`src/rtl/usbh_reg_mux.sv`:
```
// ============================================================================
//  Module   : usbh_reg_mux
//  Brief    : Register-bus fan-out to NCH USB1.1 host cores with a global
//             interrupt block; optional access timeout via USBH_REG_MUX_TMO_EN.
//  Revision : 1.0 - initial release
// ============================================================================
`default_nettype none

module usbh_reg_mux #(
    parameter int NCH   = 2,
    parameter int AW    = 9,
    parameter int TMO_W = 8
) (
    input  logic              usb_clk_i,
    input  logic              usb_rstn_i,
    input  logic              reg_cs,
    input  logic              reg_wr,
    input  logic [AW-1:0]     reg_addr,
    input  logic [31:0]       reg_wdata,
    input  logic [3:0]        reg_be,
    output logic [31:0]       reg_rdata,
    output logic              reg_ack,
    output logic              reg_err,
    output logic [NCH-1:0]    ch_cs_o,
    output logic              ch_wr_o,
    output logic [5:0]        ch_addr_o,
    output logic [31:0]       ch_wdata_o,
    output logic [3:0]        ch_be_o,
    input  logic [NCH*32-1:0] ch_rdata_i,
    input  logic [NCH-1:0]    ch_ack_i,
    input  logic [NCH-1:0]    ch_intr_i,
    output logic              usb_intr_o
);

    localparam int            IW   = AW - 6;
    localparam int            CW   = (NCH > 1) ? $clog2(NCH) : 1;
    localparam logic [IW-1:0] GIDX = IW'(NCH);

    if ((NCH < 1) || (NCH > 8) || (AW < 6 + $clog2(NCH + 1)) || (TMO_W < 1)) begin : g_param_err
        $error("usbh_reg_mux: illegal parameter combination");
    end

    typedef enum logic [1:0] {
        IDLE    = 2'd0,
        CH_WAIT = 2'd1,
        RESP    = 2'd2
    } state_t;

    state_t         state, state_nxt;
    logic [IW-1:0]  idx;
    logic [5:0]     ofs;
    logic [CW-1:0]  sel;
    logic           ack_sel;
    logic [31:0]    rdata_sel;
    logic           start_ch, glb_acc, bad_acc, ch_done, tmo_hit;
    logic [NCH-1:0] intr_q, intr_sts, intr_mask, sts_clr;
    logic [31:0]    glb_rdata;

    assign idx       = reg_addr[AW-1:6];
    assign ofs       = reg_addr[5:0];
    assign ack_sel   = ch_ack_i[sel];
    assign rdata_sel = ch_rdata_i[{sel, 5'd0} +: 32];
    assign reg_ack   = (state == RESP);

`ifdef USBH_REG_MUX_TMO_EN
    localparam logic [TMO_W-1:0] TMO_LAST = TMO_W'((2 ** TMO_W) - 2);
    logic [TMO_W-1:0] tmo_cnt;

    // The cycle in which the counter would reach its limit is the last one
    // a channel ack is still accepted.
    always_ff @(posedge usb_clk_i or negedge usb_rstn_i) begin
        if (!usb_rstn_i)              tmo_cnt <= '0;
        else if (start_ch)            tmo_cnt <= '0;
        else if (state == CH_WAIT)    tmo_cnt <= tmo_cnt + 1'b1;
    end
`endif

    always_ff @(posedge usb_clk_i or negedge usb_rstn_i) begin
        if (!usb_rstn_i) state <= IDLE;
        else             state <= state_nxt;
    end

    always_comb begin
        state_nxt = state;
        start_ch  = 1'b0;
        glb_acc   = 1'b0;
        bad_acc   = 1'b0;
        ch_done   = 1'b0;
        tmo_hit   = 1'b0;
        unique case (state)
            IDLE: begin
                if (reg_cs) begin
                    start_ch  = (idx < GIDX);
                    glb_acc   = (idx == GIDX);
                    bad_acc   = (idx > GIDX);
                    state_nxt = (idx < GIDX) ? CH_WAIT : RESP;
                end
            end
            CH_WAIT: begin
                if (ack_sel) begin
                    ch_done   = 1'b1;
                    state_nxt = RESP;
                end
`ifdef USBH_REG_MUX_TMO_EN
                else if (tmo_cnt == TMO_LAST) begin
                    tmo_hit   = 1'b1;
                    state_nxt = RESP;
                end
`endif
            end
            RESP:    state_nxt = IDLE;
            default: state_nxt = IDLE;
        endcase
    end

    always_comb begin
        glb_rdata = 32'h0;
        case (ofs)
            6'h00:   glb_rdata = {{(32-NCH){1'b0}}, intr_sts};
            6'h04:   glb_rdata = {{(32-NCH){1'b0}}, intr_mask};
            6'h08:   glb_rdata = {16'h0001, 8'h00, 8'(NCH)};
            default: glb_rdata = 32'h0;
        endcase
    end

    assign sts_clr = (glb_acc && reg_wr && (ofs == 6'h00) && reg_be[0]) ?
                     reg_wdata[NCH-1:0] : '0;

    always_ff @(posedge usb_clk_i or negedge usb_rstn_i) begin
        if (!usb_rstn_i) begin
            intr_q     <= '0;
            intr_sts   <= '0;
            intr_mask  <= '0;
            usb_intr_o <= 1'b0;
        end else begin
            intr_q     <= ch_intr_i;
            // New edges are OR-ed in after the clear so a coincident set wins.
            intr_sts   <= (intr_sts & ~sts_clr) | (ch_intr_i & ~intr_q);
            if (glb_acc && reg_wr && (ofs == 6'h04) && reg_be[0])
                intr_mask <= reg_wdata[NCH-1:0];
            usb_intr_o <= |(intr_sts & intr_mask);
        end
    end

    always_ff @(posedge usb_clk_i or negedge usb_rstn_i) begin
        if (!usb_rstn_i) begin
            ch_cs_o    <= '0;
            ch_wr_o    <= 1'b0;
            ch_addr_o  <= '0;
            ch_wdata_o <= '0;
            ch_be_o    <= '0;
            sel        <= '0;
            reg_rdata  <= '0;
            reg_err    <= 1'b0;
        end else begin
            if (start_ch) begin
                ch_cs_o    <= NCH'(1) << idx;
                ch_wr_o    <= reg_wr;
                ch_addr_o  <= ofs;
                ch_wdata_o <= reg_wdata;
                ch_be_o    <= reg_be;
                sel        <= idx[CW-1:0];
            end
            if (ch_done) begin
                ch_cs_o   <= '0;
                reg_rdata <= rdata_sel;
                reg_err   <= 1'b0;
            end
            if (tmo_hit) begin
                ch_cs_o   <= '0;
                reg_rdata <= 32'hFFFF_FFFF;
                reg_err   <= 1'b1;
            end
            if (glb_acc) begin
                reg_rdata <= glb_rdata;
                reg_err   <= 1'b0;
            end
            if (bad_acc) begin
                reg_rdata <= 32'hFFFF_FFFF;
                reg_err   <= 1'b1;
            end
        end
    end

endmodule

`default_nettype wire

```
`config.mk`:
```
export PLATFORM = sky130hd
export DESIGN_NAME = usbh_reg_mux
export DESIGN_NICKNAME = d
export VERILOG_FILES = /design/src/rtl/usbh_reg_mux.sv
export SDC_FILE = /design/constraint.sdc
export NUM_CORES = 1
export LEC_CHECK = 0
export CAP_MARGIN = 20
export CORE_MARGIN = 2
export CORE_UTILIZATION = 43
export DETAILED_ROUTE_END_ITERATION = 7
export PLACE_DENSITY = 0.86
export SYNTH_ARGS = -nofsm -noshare
export SYNTH_HDL_FRONTEND = slang
export SYNTH_SLANG_ARGS = --single-unit
export TNS_END_PERCENT = 100
```
`constraint.sdc`:
```
create_clock -name usb_clk_i -period 3.3 [get_ports usb_clk_i]
set_clock_uncertainty 0.2 [all_clocks]
set_input_delay 0.495 -clock usb_clk_i [delete_from_list [all_inputs] [get_ports usb_clk_i]]
set_output_delay 0.495 -clock usb_clk_i [all_outputs]
set_load 0.01 [all_outputs]
```
==> metrics.md <==
| Metric | Value |
|---|---|
| Post-Layout Cell Count | about 650 |
| Static Leak | 0.00269 uW |
| Pwr dens | between 600 and 700 nW/um^2 |
| Crit-path cells | clkdlybuf4s50_1 > or3b_4 > or2_2 > mux2_4 |
| Post-Syn Area per Cell | between 10 and 15 um^2 |
| Most frequent cells in the layout | clkdlybuf4s50_1, nand2_1, dfrtp_1 |
| Slew HR | between 30% and 40% |
| Final min period | approximately 2.4 ns |
| CP max FO | 50 |
| Max-cap violations | 0 |
| WL/cell | ~16 um |
| Comb pwr share | 39.7% |
| H-tree levels | 3 |
| Post-Route WL | around 10000 um |
| WS Path Type | in -> reg |
| Share of layout cells above drive strength 1 | 13.9% |
| Finish-stage setup viols | 0 |
| Syn. warnings | 0 |
| Seq pwr share | roughly two fifths |
| Crit end category | register |
| R2r setup slk | 1.04 ns |
| Seq/Total Area, Yosys | between 50% and 60% |
| DRT iter0 DRCs | roughly 120 |
| Largest family of logic cells by synthesized area | simple AND/OR/NAND/NOR gates |
| Fraction of the mapped netlist area in adder cells | 0% |
| DP Cell Count | 628 |
| Final hold violations | 0 |
| Post-Syn Area | between 3000 and 4000 um^2 |
| TNS Setup | 0 ns |
| RSZ-0062 raised after global routing | false |
| Starting density of the core | about 44% |
| CP arrival | ~2.5 ns |
| Row cnt | 34 |
| Worst-margin pin slew | about 0.94 ns |
| Post-cts hold buffer count | 0 |
| Area share of the largest cell type after synthesis | between 50% and 60% |
| VDD IR max | 0.358 mV |
| Die X | around 100 um |
| Clk_lat worst skew | between 0.3 and 0.4 ns |
| Final #Nets | 650 |
| DP HPWL | slightly below 8000 um |
| Via density | between 5 and 6 |
| Run status | finished, final reports clean |
| Synth cell types | 35 |
| Hold Path Origin | intr_q[1] |
| Total CTS buffers | 9 |
| P&R area growth vs syn | 58.8% |
| Core ar. | a little under 9000 um^2 |
| Vias in the first global route | approximately 3500 |
| Yosys top cell by area | dfrtp_1 |
| Clock Sink Count | between 80 and 90 |
| Critical Path Start Type | input port |
| Maximum clock rate | around 400 MHz |
| Most common cell after layout, fill and taps aside | clkdlybuf4s50_1 |
| DRC | 0 |
| CTS clk-pin slew, worst paths | around 0.080 ns |
| CTS tree | built |
| Clock buffer depth | 2 |
| Cells after Synth | approximately 340 |
| Die ar. | around 10000 um^2 |
| Critical path's slowest cell | or2_2 |
| Crit share post-route | between 70% and 80% |
| Overall routing resource usage | between 20% and 30% |
| Die Span Y | between 90 and 100 um |
| Crit path largest cell delay | between 0.6 and 0.7 ns |
| Fin Hold WS | roughly 0.23 ns |
| Hold path depth | 1 |
| Largest net degree at the start of global routing | 89 |
| CP required | about 3.3 ns |
| Routability cong. | between 0.8 and 0.9 |
| Detail Route Antenna Nets | 0 |
| Hold path endpoint | intr_sts[1] |
| Synth area leaders | dfrtp_1, nand2_1, mux2_2 |
| PostCTS Resize Cnt | 0 |
| Gr ovfl total | 0 |
| Port buffer count | slightly below 200 |
| Post-synthesis mux area share | 13.3% |
| Max-slew violation count | 0 |
| Sw frac | around 30% |
| I/O pin cnt | approximately 200 |
| Worst r2r src | state[0] |
| Flops & latches, synth | 88 |
| Tightest Hold Check Type | reg -> reg |
| Internal power | 2700 uW |
| XOR/XNOR share of the synthesized area | 0% |
| 1st-pass router iterations | 5 |
| Postcts setup bufs | 0 |
| Syn Nets | between 400 and 500 |
| Initial antenna violation count | 0 |
| Compound-Gate Fraction of Synth Area | 11.0% |
| DR vias | roughly 3300 |
| Clock group share of total power | between 10% and 20% |
| First-pass GRT wire length | between 15000 and 20000 um |
| Cells on worst reg2reg path | 3 |
| Root Buffer | clkbuf_8 |
| Fraction of registers with async set/reset | 100% |
| Number of flops mapped to enable cells by yosys | 0 |
| Simple logic cell fraction of the synthesized area | ~15% |
| P_sw | 1130 uW |
| Critical R2R Capture | ch_wr_o |
| ANT cells | 0 |
| Ys flop type | dfrtp_1 |
## synthesized netlist by cell type (2+ instances only)
cell,n
nor3b_2,2
inv_1,9
mux2_2,34
o21ai_0,9
buf_2,14
a21oi_1,4
nand2_1,108
a221o_1,29
dfrtp_1,88
nor2_1,5
clkbuf_1,7
mux2_4,6
mux2i_1,4
a221oi_1,2
## worst max-delay path, delay by kind of cell
| family | cells | cell delay (ns) |
|---|---|---|
| muxes | 1 | 0.42 |
| and+or+nand+nor | 2 | 1.06 |
| buffers and inverters | 1 | 0.47 |
## per-stage QoR
step	total power (uW)	setup WS, ns	utilization (%)	cell area (um^2)
5_1_grt	4060	0.807	70.4	6110
4_1_cts	3880	0.867	70.0	6080
3_3_place_gp	3050	0.531	67.6	5870
3_5_place_dp	3100	0.502	67.6	5870
2_1_floorplan	2200	1.28	-	3850
6_report	3840	0.863	70.4	6110
## area by class of cell
type                            count  area [um^2]
Sequential cell                    88         2200
Fill cell                         650         2570
Clock buffer                       12          155
Timing Repair Buffer              203         2030
Tap cell                          108          135
Inverter                            9         33.8
Clock inverter                      4         52.6
Multi-Input combinational cell    222         1500
## registers in the layout, indices dropped and copies added (netlist names)
signal	cells
ch_be_o	4
usb_intr_o	1
intr_sts	2
state	2
intr_mask	2
ch_wr_o	1
ch_addr_o	6
intr_q	2
reg_rdata	32
ch_cs_o	2
sel	1
reg_err	1
ch_wdata_o	32
## metal layers
metal  global-route usage (%)  up-vias  wire length (um)
met1                     27.1     1619              4140
met4                     5.06        0                95
met2                     38.0      139              5350
met5                        0        -                 0
li1                         -     1563                 -
met3                     6.88        9               903
## how the worst max path moves through the flow
stage / depth (start not counted) / end / start / slack (ns)
after floorplan: 4 / intr_mask[0] / reg_addr[1] / 1.28
after global placement: 4 / ch_be_o[0] / reg_cs / 0.53
after detailed placement: 4 / ch_wr_o / reg_cs / 0.50
after CTS: 4 / ch_wr_o / reg_cs / 0.87
after global routing: 4 / ch_wr_o / reg_cs / 0.81
final: 4 / ch_wr_o / reg_cs / 0.86
## power by group through the flow
stage / combinational, uW / sequential (uW) / clock, uW
2_1_floorplan: 494 / 1700 / 0
3_3_place_gp: 1500 / 1550 / 0
3_5_place_dp: 1530 / 1570 / 0
4_1_cts: 1540 / 1560 / 779
5_1_grt: 1640 / 1590 / 829
6_report: 1520 / 1550 / 761
## kinds of logic after synthesis
family          count (synthesis)
buf+inv                        32
simple gates                  129
compound gates                 49
mux                            44
flops                          88
(Power assumes the default switching activity.)
